File: src/rtl/pipeline_ctrl_pkg.sv
// Shared types and constants for the pipeline stall/flush sequencer.
// Consumed by pipeline_ctrl and hazard_detect.
package pipe_ctrl_pkg;

    typedef enum logic [1:0] {
        RUN,
        STALL,
        MEM_WAIT
    } state_t;

    localparam logic [1:0] LOAD_USE_BUBBLES = 2'd1;
    localparam logic [1:0] MEM_RAW_BUBBLES  = 2'd1;
    localparam logic [4:0] REG_ZERO         = 5'd0;

endpackage

File: src/rtl/pipeline_ctrl_hazard_detect.sv
// RAW hazard matcher: hit flags and required bubble count.
// Build option: PIPE_FORWARDING_EN limits hazards to load-use on EX.
module hazard_detect
    import pipe_ctrl_pkg::*;
#(
    parameter int ALU_RAW_BUBBLES = 2
) (
    input  logic [4:0] idRs,
    input  logic [4:0] idRt,
    input  logic       idUsesRt,
    input  logic       exRegWrite,
    input  logic       exMemRead,
    input  logic [4:0] exDest,
    input  logic       memRegWrite,
    input  logic [4:0] memDest,
    output logic       exHit,
    output logic       memHit,
    output logic       hazard,
    output logic [1:0] bubbles
);

    logic ex_rs, ex_rt, mem_rs, mem_rt;

    assign ex_rs  = exRegWrite && idRs == exDest && idRs != REG_ZERO;
    assign ex_rt  = exRegWrite && idUsesRt
                  && idRt == exDest && idRt != REG_ZERO;
    assign mem_rs = memRegWrite && idRs == memDest && idRs != REG_ZERO;
    assign mem_rt = memRegWrite && idUsesRt
                  && idRt == memDest && idRt != REG_ZERO;

    assign exHit  = ex_rs || ex_rt;
    assign memHit = mem_rs || mem_rt;

`ifdef PIPE_FORWARDING_EN
    // Forwarding covers ALU results; only a load in EX is too late.
    always_comb begin
        hazard  = exMemRead && exHit;
        bubbles = hazard ? LOAD_USE_BUBBLES : 2'd0;
    end
`else
    localparam logic [1:0] ALU_B = 2'(ALU_RAW_BUBBLES);

    logic unused_load;
    assign unused_load = exMemRead;

    // WB needs no check: the register file writes before it reads.
    always_comb begin
        hazard  = 1'b0;
        bubbles = 2'd0;
        if (exHit) begin
            hazard  = 1'b1;
            bubbles = ALU_B;
        end else if (memHit) begin
            hazard  = 1'b1;
            bubbles = MEM_RAW_BUBBLES;
        end
    end
`endif

endmodule

File: src/rtl/pipeline_ctrl.sv
// Stall/flush sequencer driving the PC and pipeline register enables.
// Build option: PIPE_FORWARDING_EN (load-use-only hazards).
module pipeline_ctrl
    import pipe_ctrl_pkg::*;
#(
    parameter int CNT_W           = 16,
    parameter int ALU_RAW_BUBBLES = 2
) (
    input  logic             clk,
    input  logic             reset,
    input  logic [4:0]       idRs,
    input  logic [4:0]       idRt,
    input  logic             idUsesRt,
    input  logic             exRegWrite,
    input  logic             exMemRead,
    input  logic [4:0]       exDest,
    input  logic             memRegWrite,
    input  logic [4:0]       memDest,
    input  logic             redirect,
    input  logic             memReq,
    input  logic             memReady,
    output logic             pcWrite,
    output logic             ifIdWrite,
    output logic             exMemWrite,
    output logic             memWbWrite,
    output logic             ifIdFlush,
    output logic             idExFlush,
    output logic             exMemFlush,
    output logic [CNT_W-1:0] stallCount
);

    state_t     state, state_nx;
    logic [1:0] bcnt, bcnt_nx;
    logic       hazard;
    logic [1:0] need;
    logic [1:0] unused_hits;
    logic       freeze;
    logic       bubble;

    hazard_detect #(
        .ALU_RAW_BUBBLES(ALU_RAW_BUBBLES)
    ) u_hazard (
        .idRs       (idRs),
        .idRt       (idRt),
        .idUsesRt   (idUsesRt),
        .exRegWrite (exRegWrite),
        .exMemRead  (exMemRead),
        .exDest     (exDest),
        .memRegWrite(memRegWrite),
        .memDest    (memDest),
        .exHit      (unused_hits[0]),
        .memHit     (unused_hits[1]),
        .hazard     (hazard),
        .bubbles    (need)
    );

    assign freeze = memReq && !memReady;
    assign bubble = !freeze && !redirect
                 && (state == STALL || hazard);

    always_ff @(posedge clk) begin
        if (reset) begin
            state      <= RUN;
            bcnt       <= 2'd0;
            stallCount <= '0;
        end else begin
            state <= state_nx;
            bcnt  <= bcnt_nx;
            if ((bubble || freeze) && stallCount != {CNT_W{1'b1}})
                stallCount <= stallCount + CNT_W'(1);
        end
    end

    // bcnt holds bubbles still owed after the current one.
    always_comb begin
        state_nx = RUN;
        bcnt_nx  = bcnt;
        if (freeze) begin
            state_nx = MEM_WAIT;
            bcnt_nx  = 2'd0;
        end else if (redirect) begin
            state_nx = RUN;
            bcnt_nx  = 2'd0;
        end else if (state == STALL) begin
            bcnt_nx  = bcnt - 2'd1;
            state_nx = (bcnt > 2'd1) ? STALL : RUN;
        end else if (hazard) begin
            bcnt_nx  = need - 2'd1;
            state_nx = (need > 2'd1) ? STALL : RUN;
        end
    end

    always_comb begin
        pcWrite    = 1'b1;
        ifIdWrite  = 1'b1;
        exMemWrite = 1'b1;
        memWbWrite = 1'b1;
        ifIdFlush  = 1'b0;
        idExFlush  = 1'b0;
        exMemFlush = 1'b0;
        if (reset) begin
            pcWrite    = 1'b0;
            ifIdWrite  = 1'b0;
            exMemWrite = 1'b0;
            memWbWrite = 1'b0;
            ifIdFlush  = 1'b1;
            idExFlush  = 1'b1;
            exMemFlush = 1'b1;
        end else if (freeze) begin
            pcWrite    = 1'b0;
            ifIdWrite  = 1'b0;
            exMemWrite = 1'b0;
            memWbWrite = 1'b0;
        end else if (redirect) begin
            ifIdFlush  = 1'b1;
            idExFlush  = 1'b1;
            exMemFlush = 1'b1;
        end else if (bubble) begin
            pcWrite    = 1'b0;
            ifIdWrite  = 1'b0;
            idExFlush  = 1'b1;
        end
    end

endmodule

File: config.mk
export PLATFORM = sky130hd
export DESIGN_NAME = pipeline_ctrl
export DESIGN_NICKNAME = d
export VERILOG_FILES = /design/src/rtl/pipeline_ctrl_pkg.sv /design/src/rtl/pipeline_ctrl_hazard_detect.sv /design/src/rtl/pipeline_ctrl.sv
export SDC_FILE = /design/constraint.sdc
export NUM_CORES = 1
export LEC_CHECK = 0
export BUFFER_PORTS_ARGS = -buffer_cell sky130_fd_sc_hd__buf_2
export CAP_MARGIN = 20
export CORE_ASPECT_RATIO = 1.25
export CORE_MARGIN = 2
export CORE_UTILIZATION = 28
export DETAILED_ROUTE_END_ITERATION = 10
export GPL_TIMING_DRIVEN = 0
export PLACE_DENSITY = 0.55
export SLEW_MARGIN = 20
export SYNTH_ARGS = -nofsm -noshare
export SYNTH_HDL_FRONTEND = slang
export SYNTH_SLANG_ARGS = --single-unit
File: constraint.sdc
create_clock -name clk -period 3.5 [get_ports clk]
set_clock_uncertainty 0.1 [all_clocks]
set_input_delay 0.7 -clock clk [delete_from_list [all_inputs] [get_ports clk]]
set_output_delay 0.7 -clock clk [all_outputs]
set_load 0.05 [all_outputs]
==> out/qor.csv, run 1 <==
stage,metric,value,unit
drt,# DRC,0,
setup_path,Crit-path slowest cell,or4_4,
power_and_ir_drop,Clk pwr share,33.4,%
final_layout,"commonest non-fill, non-tap cell in the layout",buf_2,
setup_path,"Worst Path Class, Setup",primary input to output pin,
setup_path,CP peak stage delay,530,ps
synthesis,number of synthesized flops with an enable pin,0,
timing,fin crit period,3380,ps
die,Placement Rows,30,
die,Die Span Y,86.8,microns
final_layout,Area Overhead vs Synth,25.7,%
setup_path,Crit path required time,2700,ps
power_and_ir_drop,Switching Share,29.0,%
timing,worst slew pin tran,572,ps
setup_path,crit start category,primary input,
synthesis,largest family of logic cells by synthesized area,simple AND/OR/NAND/NOR gates,
clock_tree,CTS tree,built,
clock_tree,H-tree Lvls,1,
global_routing,initial antenna violation count,0,
die,io pins,52,
drt,WL/cell,12.7,microns
drt,DRT iter0 DRCs,74,
timing,Max-slew headroom,61.6,%
timing,period utilization,96.7,%
synthesis,Synth warnings,0,
global_routing,gr ovfl total,0,
global_routing,first-pass GRT wire length,6.13,mm
synthesis,Mapped Avg Cell Area,8.82,sq um
final_layout,final core occ,35.9,%
placement,port buffer count,50,
setup_path,endpoint class of the critical path,output pin,
power_and_ir_drop,internal power,0.000379,W
outcome,status,"complete, no violations",
die,Starting Density,28.6,%
global_routing,overall routing resource usage,12.7,%
final_layout,share of layout cells above drive strength 1,42.8,%
timing,Slew Limit Fails,0,
global_routing,largest net degree at the start of global routing,12,
drt,WL final,3.74,mm
synthesis,simple logic cell fraction of the synthesized area,27.8,%
placement,Final GP Congestion,0.797,
drt,vias per inst,4.83,
power_and_ir_drop,leakage,0.835,nW
synthesis,Synth Instances,174,
drt,Vias,1415,
power_and_ir_drop,sw power,0.000155,W
synthesis,Adder-Cell Fraction of Synth Area,1.63,%
synthesis,sequential-to-total area share from yosys stat,26.1,%
flow_run,Max-cap violations,0,
synthesis,Synth Area in XOR/XNOR,11.4,%
final_layout,n_diodes,0,
clock_tree,Clock Pin Slew Worst Setup and Hold Paths,70,ps
synthesis,Mapped Nets,205,
final_layout,most frequent cells in the layout,"51 x buf_2, 20 x nor2_1, 20 x dfxtp_1",
synthesis,Synth Area in Compound Gates,14.3,%
synthesis,Seq cells post-synth,20,
timing,unrepaired setup endpoints after global routing,no,
setup_path,crit-path max FO,4,
clock_tree,Sinks on Clock Net,20,
setup_path,CP Data Arrival Time,2580,ps
placement,Detail Placement HPWL,3.01,mm
drt,drt pass-1 iters,4,
synthesis,area share of the largest cell type after synthesis,26.1,%
setup_path,Crit path top cell by count,buf_2,
power_and_ir_drop,PD cells,277,nW/um^2
power_and_ir_drop,overall power,0.000534,W
synthesis,Area contributors post-synth,"dfxtp_1 26%, mux2_4 7.8%, xnor2_1 6.3%",
synthesis,Post-Syn Area,1540,sq um
clock_tree,TritonCTS Buffers,3,
setup_path,"Cell Chain, Critical Path",buf_2 > or4_4 > o21ai_2 > nor4_1 > o21ai_1 > and2_2 > o21a_2 > buf_4 > buf_2,
synthesis,Synth Flop Type,dfxtp_1,
die,Die ar.,6090,sq um
synthesis,most area-hungry cell type in the Yosys netlist,dfxtp_1,
synthesis,Async SR Flop Fraction,0,%
die,core area,5370,sq um
power_and_ir_drop,worst vdd ir,0.135,mV
clock_tree,CTS Root Cell,clkbuf_8,
final_layout,Final #Nets,261,
clock_tree,clock buffer depth,2,
hold_path,HP Class,flop to flop,
timing,final setup fails,0,
global_routing,number of global-route vias before repair,1378,
synthesis,Yosys cell types,45,
die,Die W,70.2,microns
timing,Fmax,0.296,GHz
timing,Final Hold Viols,0,
drt,Routed Antenna Nets,0,
clock_tree,clk_lat worst skew,260,ps
synthesis,mux cell area share after synthesis,12.2,%
power_and_ir_drop,Flop pwr share,43.4,%
power_and_ir_drop,Comb power frac,23.1,%
-- synth_stat cells, drive strengths merged, types with 4 or more instances --
| cell type | number |
|---|---|
| dfxtp | 20 |
| nor2 | 20 |
| mux2 | 14 |
| a21oi | 11 |
| xnor2 | 11 |
| and2b | 10 |
| xor2 | 9 |
| nand2 | 8 |
| nand3 | 7 |
| nor3 | 7 |
| buf | 6 |
| nand4 | 6 |
| o21ai | 6 |
| nor2b | 5 |
| and2 | 4 |
| inv | 4 |
-- power by group through the flow --
stage / clock network (W) / logic (W) / registers [W]
6_report: 0.000179 / 0.000124 / 0.000232
5_1_grt: 0.000197 / 0.000135 / 0.000233
4_1_cts: 0.000188 / 0.000125 / 0.000232
3_5_place_dp: 0 / 0.000124 / 0.000237
3_3_place_gp: 0 / 0.000123 / 0.000237
2_1_floorplan: 0 / 0.0000761 / 0.000243
-- per-stage QoR --
| stage | setup TNS [ps] | hold WS [ps] | instances | cell area (sq um) | setup WS, ps |
|---|---|---|---|---|---|
| global placement | -64.9 | 377 | 288 | 1870 | -64.9 |
| CTS | 0 | 398 | 293 | 1930 | 96.1 |
| floorplan | 0 | 355 | 174 | 1540 | 162 |
| detailed placement | -62.8 | 387 | 288 | 1870 | -62.8 |
| global route | 0 | 431 | 293 | 1930 | 18.0 |
| finish | 0 | 392 | 293 | 1930 | 116 |
-- registers in the layout (all words and copies together) (netlist names) --
register and count:
stallCount 16, state 2, bcnt 2
-- repair_timing --
action,4_1_cts,5_1_grt
buffers inserted,1,0
endpoints found under the setup margin,1,0
hold endpoints to repair,0,0
hold buffers,0,0
resized for setup,1,0
-- path summary, 6_finish.rpt --
path	startpoint	to	slack, ps	depth (start not counted)
max	idRt[0]	pcWrite	120	9
min	bcnt[0]	bcnt[0]	390	1
max reg2reg	stallCount[5]	stallCount[11]	910	7
min reg2reg	bcnt[0]	bcnt[0]	390	1
-- cell families (layout without fill, tap and decap cells) --
logic type / count (synthesis) / in the layout
simple gates: 77 / 77
compound gates: 28 / 28
xor+xnor: 20 / 20
flops: 20 / 20
mux: 14 / 14
buf+inv: 13 / 68
fa+ha+maj: 2 / 2
-- routing by layer --
layer | GRT usage (%) | up-vias | routed length [microns]
met2 | 23.5 | 47 | 1860
met5 | 0 | - | 0
met3 | 1.63 | 5 | 197
li1 | - | 719 | -
met1 | 14.3 | 644 | 1610
met4 | 5.77 | 0 | 70
-- worst max-delay path: cells and delay by family --
family | cells | cell delay, ps
AND/OR/NAND/NOR | 3 | 840
AO/OA/AOI/OAI | 3 | 570
buffers and inverters | 3 | 470
-- area by class of cell --
| class | count | area, sq um |
|---|---|---|
| timing repair buffer | 51 | 258 |
| clock buffer | 4 | 55.1 |
| multi-input combinational | 141 | 1030 |
| inverter | 4 | 15.0 |
| sequential | 20 | 400 |
| fill | 563 | 3440 |
| tap | 64 | 80.1 |
| buffer | 9 | 86.3 |
Note: power is estimated with default switching activity, not from simulation.
==> run 2: changes to the inputs <==
--- a/config.mk
+++ b/config.mk
@@ -5,6 +5,7 @@
 export SDC_FILE = /design/constraint.sdc
 export NUM_CORES = 1
 export LEC_CHECK = 0
+export ABC_AREA = 1
 export BUFFER_PORTS_ARGS = -buffer_cell sky130_fd_sc_hd__buf_2
 export CAP_MARGIN = 20
 export CORE_ASPECT_RATIO = 1.25
@@ -12,7 +13,7 @@
 export CORE_UTILIZATION = 28
 export DETAILED_ROUTE_END_ITERATION = 10
 export GPL_TIMING_DRIVEN = 0
-export PLACE_DENSITY = 0.55
+export PLACE_DENSITY = 0.54
 export SLEW_MARGIN = 20
 export SYNTH_ARGS = -nofsm -noshare
 export SYNTH_HDL_FRONTEND = slang
==> run 2 against run 1 <==
  * First-iteration DRC count shrank 66%
  * Sequential power about the same
  * Worst setup slack improved by 210 ps
  * Combinational power grew 12%
  * Power is 2.9% higher
  * Die area is 11% higher
  * Hold slack got worse by 5.5 ps
  * Routed wire length grew 8.5%
  * Register-to-register slack better by 460 ps
  * Clock power barely moved
  * Synthesized cell count is 46% higher
  * Critical endpoint unchanged
  * Largest cell class unchanged
==> out/qor.csv, run 2 <==
stage,metric,value,unit,change
outcome,status,"complete, no violations",,
power_and_ir_drop,leakage,0.992,nW,+19%
timing,WHS,387,ps,-5.52 ps
synthesis,Yosys cell types,27,,-40%
final_layout,biggest regs,"stallCount: 16 flops, bcnt: 2 flops, state: 2 flops",,
final_layout,Area Overhead vs Synth,23.5,%,
final_layout,largest reg by FF count,stallCount,,
final_layout,"Cell Count, Final, Fillers Out",389,,+33%
final_layout,Fillers,650,,+15%
die,Die W,74.0,microns,+5.4%
setup_path,crit start category,primary input,,
drt,drt pass-1 iters,4,,unchanged
die,core area,5860,sq um,+9.1%
synthesis,Mapped Avg Cell Area,6.75,sq um,-23%
global_routing,number of global-route vias before repair,1661,,+21%
synthesis,Area contributors post-synth,"dfxtp_1 23%, nand2_1 14%, nor2_1 7.4%",,
power_and_ir_drop,Comb power frac,25.2,%,+2.1 points
clock_tree,Sinks on Clock Net,20,,unchanged
drt,DRT iter0 DRCs,25,,-66%
placement,Final GP Congestion,0.818,,+2.7%
timing,fin crit period,3180,ps,-207 ps
power_and_ir_drop,PD cells,260,nW/um^2,-6.3%
clock_tree,Clock Pin Slew Worst Setup and Hold Paths,80,ps,about the same
placement,DP Cell Count,385,,+34%
placement,port buffer count,49,,-2.0%
global_routing,overall routing resource usage,12.8,%,+0.081 points
timing,worst slew pin tran,731,ps,+159 ps
timing,unrepaired setup endpoints after global routing,no,,
synthesis,area share of the largest cell type after synthesis,23.3,%,-2.7 points
clock_tree,clock buffer depth,2,,unchanged
power_and_ir_drop,internal power,0.000381,W,+0.42%
final_layout,share of layout cells above drive strength 1,32.2,%,-11 points
drt,vias per inst,4.32,,-11%
clock_tree,clk_lat worst skew,260,ps,about the same
die,Placement Rows,31,,+3.3%
synthesis,Synth Flop Type,dfxtp_1,,
clock_tree,Post-CTS Resized,0,,-1
die,Starting Density,29.3,%,+0.69 points
synthesis,most common cell in the netlist,nand2_1,,
global_routing,largest net degree at the start of global routing,12,,unchanged
final_layout,Final #Nets,339,,+30%
synthesis,most instantiated cells after synthesis,"65 x nand2_1, 34 x nor2_1, 29 x inv_1",,
setup_path,Crit path required time,2700,ps,about the same
timing,final setup fails,0,,unchanged
power_and_ir_drop,worst vdd ir,0.116,mV,-15%
global_routing,gr ovfl total,0,,unchanged
timing,Final Hold Viols,0,,unchanged
synthesis,Synth Instances,254,,+46%
placement,Detail Placement HPWL,3.22,mm,+7.0%
flow_run,Max-cap violations,0,,unchanged
clock_tree,CTS Root Cell,clkbuf_8,,
final_layout,max reg flops,16,,unchanged
drt,Routed Antenna Nets,0,,unchanged
final_layout,n_diodes,0,,unchanged
timing,Slew Limit Fails,0,,unchanged
synthesis,Seq cells post-synth,20,,unchanged
clock_tree,Hold Buf Count CTS,0,,unchanged
die,Die ar.,6770,sq um,+11%
setup_path,R2R depth,8,,+1
global_routing,initial antenna violation count,0,,unchanged
setup_path,endpoint class of the critical path,output pin,,
final_layout,"commonest non-fill, non-tap cell in the layout",nand2_1,,
power_and_ir_drop,sw power,0.000169,W,+9.1%
drt,Vias,1679,,+19%
clock_tree,postcts setup bufs,0,,-1
timing,period utilization,90.8,%,-5.9 points
final_layout,most frequent cells in the layout,"65 x nand2_1, 49 x buf_2, 34 x nor2_1",,
global_routing,first-pass GRT wire length,7.04,mm,+15%
setup_path,crit-path max FO,10,,+6
power_and_ir_drop,Switching Share,30.7,%,+1.7 points
die,io pins,52,,unchanged
timing,Setup TNS,0,ps,unchanged
timing,Fmax,0.315,GHz,+6.5%
setup_path,"Worst Path Class, Setup",primary input to output pin,,
drt,WL/cell,10.4,microns,-18%
synthesis,Synth warnings,0,,unchanged
clock_tree,H-tree Lvls,1,,unchanged
synthesis,number of synthesized flops with an enable pin,0,,unchanged
power_and_ir_drop,Flop pwr share,42.4,%,-1.0 points
timing,Max-slew headroom,51.3,%,-10 points
die,Die Span Y,91.5,microns,+5.4%
hold_path,HP Class,flop to flop,,
power_and_ir_drop,Clk pwr share,32.4,%,-1.0 points
hold_path,hold depth,2,,+1
clock_tree,TritonCTS Buffers,3,,unchanged
drt,# DRC,0,,unchanged
clock_tree,CTS tree,built,,
synthesis,Async SR Flop Fraction,0,%,unchanged
drt,WL final,4.05,mm,+8.5%
synthesis,most area-hungry cell type in the Yosys netlist,dfxtp_1,,
placement,Post-DP Area,2060,sq um,+11%
synthesis,Mapped Nets,285,,+39%
setup_path,CP Data Arrival Time,2380,ps,-200 ps
final_layout,final instance area,2120,sq um,+9.8%
synthesis,Post-Syn Area,1720,sq um,+12%
synthesis,sequential-to-total area share from yosys stat,23.3,%,-2.7 points
run 2: cell count changes in the layout (fill, tap and decap cells not counted), moves of 7 or more:
cell     previous run  this run
nor3_1              7         0
nor2_1             20        34
mux2_4              8         0
nand2_1             8        65
nand2_2             0         8
inv_1               4        29
nand3_1             7        19
nand3_2             0         9
run 2: area by class of cell:
class / count / area [sq um] / area share (%)
buffer: 9 / 93.8 / 4.43
clock buffer: 4 / 55.1 / 2.60
inverter: 33 / 124 / 5.85
multi-input combinational: 192 / 1100 / 51.8
sequential: 20 / 400 / 18.9
tap: 82 / 103 / 4.84
timing repair buffer: 49 / 245 / 11.6
run 2: path summary, 6_finish.rpt:
kind	start	end	slack (ps)
max reg2reg	stallCount[0]	stallCount[6]	1370
min reg2reg	stallCount[15]	stallCount[15]	390
min	stallCount[15]	stallCount[15]	390
max	idRs[2]	pcWrite	320
run 2: logic make-up after synthesis:
family | synth area share, %
DFF | 23.3
adders and majority gates | 1.46
AOI/OAI and AO/OA | 8.61
and+or+nand+nor | 42.2
buffers and inverters | 12.7
xor gates and xnor gates | 11.7
run 2: power groups by stage:
stage          registers [W]  clock network [W]   logic, W
6_report            0.000233           0.000178   0.000139
5_1_grt             0.000234           0.000190   0.000154
3_5_place_dp        0.000239                  0   0.000140
2_1_floorplan       0.000243                  0  0.0000925
3_3_place_gp        0.000239                  0   0.000140
4_1_cts             0.000233           0.000182   0.000140
run 2: critical path: stages:
cell and delay (ps):
buf_2 120, nor2_1 140, nand3_2 100, nand2_1 70, inv_1 30, nand3_1 50
nand2_1 60, nand2_2 80, nand3_2 90, nand2_2 90, nand2_4 60, buf_8 150
buf_12 140, nor2_1 110, buf_4 120, buf_2 240
run 2: metrics by stage:
step / util (%) / setup WS (ps) / total power, W
after CTS: 36.2 / 306 / 0.000556
after global routing: 36.2 / 140 / 0.000578
final: 36.2 / 323 / 0.000550
after detailed placement: 35.2 / 310 / 0.000379
after floorplan: - / 29.8 / 0.000336
after global placement: 35.2 / 311 / 0.000378
run 2: per-layer routing:
metal  share of wire (%)  wire [microns]  track usage, %
met1                  47            1900            15.6
met2                  49            2000            22.7
met3                 3.0             120            1.78
met4                0.84              34            3.48
met5                   0               0               0
==> run 3: changes to the inputs <==
==> constraint.sdc (replaced) <==
create_clock -name clk -period 3.2 [get_ports clk]
set_clock_uncertainty 0.1 [all_clocks]
set_input_delay 0.64 -clock clk [delete_from_list [all_inputs] [get_ports clk]]
set_output_delay 0.64 -clock clk [all_outputs]
set_load 0.05 [all_outputs]
==> run 3 against run 2 <==
  * First-iteration DRC count increased by 100%
  * Register-to-register slack got worse by 270 ps
  * Clock power increased by 46%
  * Highest routed layer unchanged
  * Die area unchanged
  * Critical path depth unchanged
  * Global-route usage increased by 0.51 points
  * Hold slack improved by 1.1 ps
  * Final cell count unchanged
  * Via count decreased by 0.66%
  * Sequential share of layout area decreased by 0.19 points
==> out/qor.csv, run 3 (same netlist as run 2, synthesis figures left out) <==
stage,metric,value,unit,change
die,Die Span Y,91.5,microns,unchanged
global_routing,initial antenna violation count,0,,unchanged
placement,Final GP Congestion,0.822,,+0.50%
die,io pins,52,,unchanged
global_routing,first-pass GRT wire length,7.23,mm,+2.7%
drt,WL/cell,10.9,microns,+4.1%
drt,max layer used,met4,,
die,Die ar.,6770,sq um,unchanged
timing,Final Hold Viols,0,,unchanged
drt,metal3 WL,124,microns,+3.3%
drt,Routed Antenna Nets,0,,unchanged
flow_run,Max-cap violations,0,,unchanged
clock_tree,Clock Pin Slew Worst Setup and Hold Paths,80,ps,about the same
setup_path,"Worst Path Class, Setup",primary input to output pin,,
final_layout,Final #Nets,339,,unchanged
timing,fin crit period,3010,ps,
setup_path,Crit path required time,2460,ps,-240 ps
power_and_ir_drop,leakage,0.999,nW,+0.74%
power_and_ir_drop,worst vdd ir,0.233,mV,+100%
drt,DRT iter0 DRCs,50,,+100%
final_layout,final core occ,36.5,%,+0.36 points
global_routing,overall routing resource usage,13.3,%,+0.51 points
timing,period utilization,94.0,%,
global_routing,largest net degree at the start of global routing,13,,+1
drt,vias per inst,4.29,,-0.66%
setup_path,endpoint class of the critical path,output pin,,
die,core area,5860,sq um,unchanged
timing,Max-slew headroom,52.2,%,+0.92 points
global_routing,number of global-route vias before repair,1654,,-0.42%
placement,Detail Placement HPWL,3.31,mm,+2.8%
final_layout,largest reg by FF count,stallCount,,
final_layout,share of layout cells above drive strength 1,32.6,%,+0.33 points
clock_tree,H-tree Lvls,1,,unchanged
die,Placement Rows,31,,unchanged
clock_tree,clk_lat worst skew,260,ps,about the same
drt,drt pass-1 iters,4,,unchanged
clock_tree,TritonCTS Buffers,3,,unchanged
timing,Slew Limit Fails,0,,unchanged
die,Die W,74.0,microns,unchanged
timing,worst slew pin tran,717,ps,-13.8 ps
outcome,status,"complete, no violations",,
hold_path,hold endpoint,stallCount[15],,
drt,WL final,4.22,mm,+4.1%
placement,port buffer count,49,,unchanged
clock_tree,clock buffer depth,2,,unchanged
global_routing,gr ovfl total,0,,unchanged
clock_tree,CTS tree,built,,
timing,Setup TNS,0,ps,unchanged
hold_path,HP Class,flop to flop,,
clock_tree,Sinks on Clock Net,20,,unchanged
final_layout,n_diodes,0,,unchanged
clock_tree,postcts setup bufs,0,,unchanged
final_layout,Area Overhead vs Synth,24.7,%,
drt,routed wl met2,2.11,mm,+5.6%
setup_path,Crit Reg-Reg Endpoint,stallCount[7],,
hold_path,hold depth,2,,unchanged
drt,M1 WL,1.94,mm,+2.1%
setup_path,R2R depth,8,,unchanged
final_layout,max reg flops,16,,unchanged
die,Starting Density,29.3,%,unchanged
timing,Fmax,0.332,GHz,
setup_path,reg2reg setup slack,1100,ps,-270 ps
drt,# DRC,0,,unchanged
final_layout,"commonest non-fill, non-tap cell in the layout",nand2_1,,
final_layout,most frequent cells in the layout,"65 x nand2_1, 48 x buf_2, 33 x nor2_1",,
final_layout,biggest regs,"stallCount: 16 flops, bcnt: 2 flops, state: 2 flops",,
setup_path,CP Data Arrival Time,2270,ps,-110 ps
power_and_ir_drop,PD cells,311,nW/um^2,+20%
drt,Vias,1668,,-0.66%
setup_path,crit-path max FO,10,,unchanged
timing,final setup fails,0,,unchanged
hold_path,Worst Min Path Start,stallCount[15],,
clock_tree,CTS Root Cell,clkbuf_8,,
timing,unrepaired setup endpoints after global routing,no,,
setup_path,FF-to-FF Start,stallCount[0],,
setup_path,crit start category,primary input,,
==> run 3: changes by cell type in the layout (fill, tap and decap cells not counted) <==
cell | previous run | this run
clkbuf_4 | 0 | 1
nor2_2 | 1 | 2
nor2_1 | 34 | 33
buf_2 | 49 | 48
bufinv_16 | 0 | 1
clkbuf_8 | 5 | 4
==> run 3: metal layers <==
layer,vias up,track usage (%)
met3,5,1.66
met1,738,16.1
met5,-,0
met2,30,24.1
li1,895,-
met4,0,3.18
==> run 3: worst max path at each step <==
stage          endpoint  cells past startpoint  slack, ps  startpoint
2_1_floorplan   pcWrite                     14        130     idRt[4]
3_3_place_gp    pcWrite                     16        160     idRs[2]
3_5_place_dp    pcWrite                     16        150     idRs[2]
4_1_cts         pcWrite                     16        140     idRs[2]
5_1_grt         pcWrite                     16          5     idRt[4]
6_report        pcWrite                     16        190     idRs[2]
==> run 3: final cells by class <==
| cell class | instances | area, sq um |
|---|---|---|
| Clock buffer | 3 | 41.3 |
| Inverter | 33 | 124 |
| Clock inverter | 1 | 30.0 |
| Fill cell | 651 | 3720 |
| Sequential cell | 20 | 400 |
| Multi-Input combinational cell | 192 | 1100 |
| Tap cell | 82 | 103 |
| Buffer | 9 | 93.8 |
| Timing Repair Buffer | 49 | 248 |
==> run 3: what timing repair did <==
action                                  CTS  global route
hold buffers                              0             0
gates resized for setup                   0             1
endpoints found under the setup margin    0             1
==> run 3: critical path, stage by stage <==
cell	delay [ps]
buf_2	120
nor2_1	150
nand3_2	110
nand2_1	70
inv_1	30
nand3_1	50
nand2_1	60
nand2_2	80
nand3_2	90
nand2_2	90
nand2_4	70
buf_8	150
buf_12	150
nor2_2	90
buf_4	110
clkbuf_4	210
==> run 3: report_power, final <==
group | internal (W) | switching, W
registers | 0.000251 | 0.00000332
clock network | 0.000167 | 0.0000914
logic | 0.0000566 | 0.0000960
total | 0.000475 | 0.000191
==> run 3: stage by stage <==
step | cells | instance area, sq um | hold WS (ps) | total power (W) | setup slack, ps
after detailed placement | 385 | 2070 | 374 | 0.000414 | 145
after CTS | 389 | 2140 | 387 | 0.000672 | 140
after global routing | 389 | 2140 | 394 | 0.000697 | 4.76
after global placement | 385 | 2070 | 360 | 0.000413 | 161
after floorplan | 254 | 1720 | 343 | 0.000368 | 129
final | 389 | 2140 | 388 | 0.000666 | 192
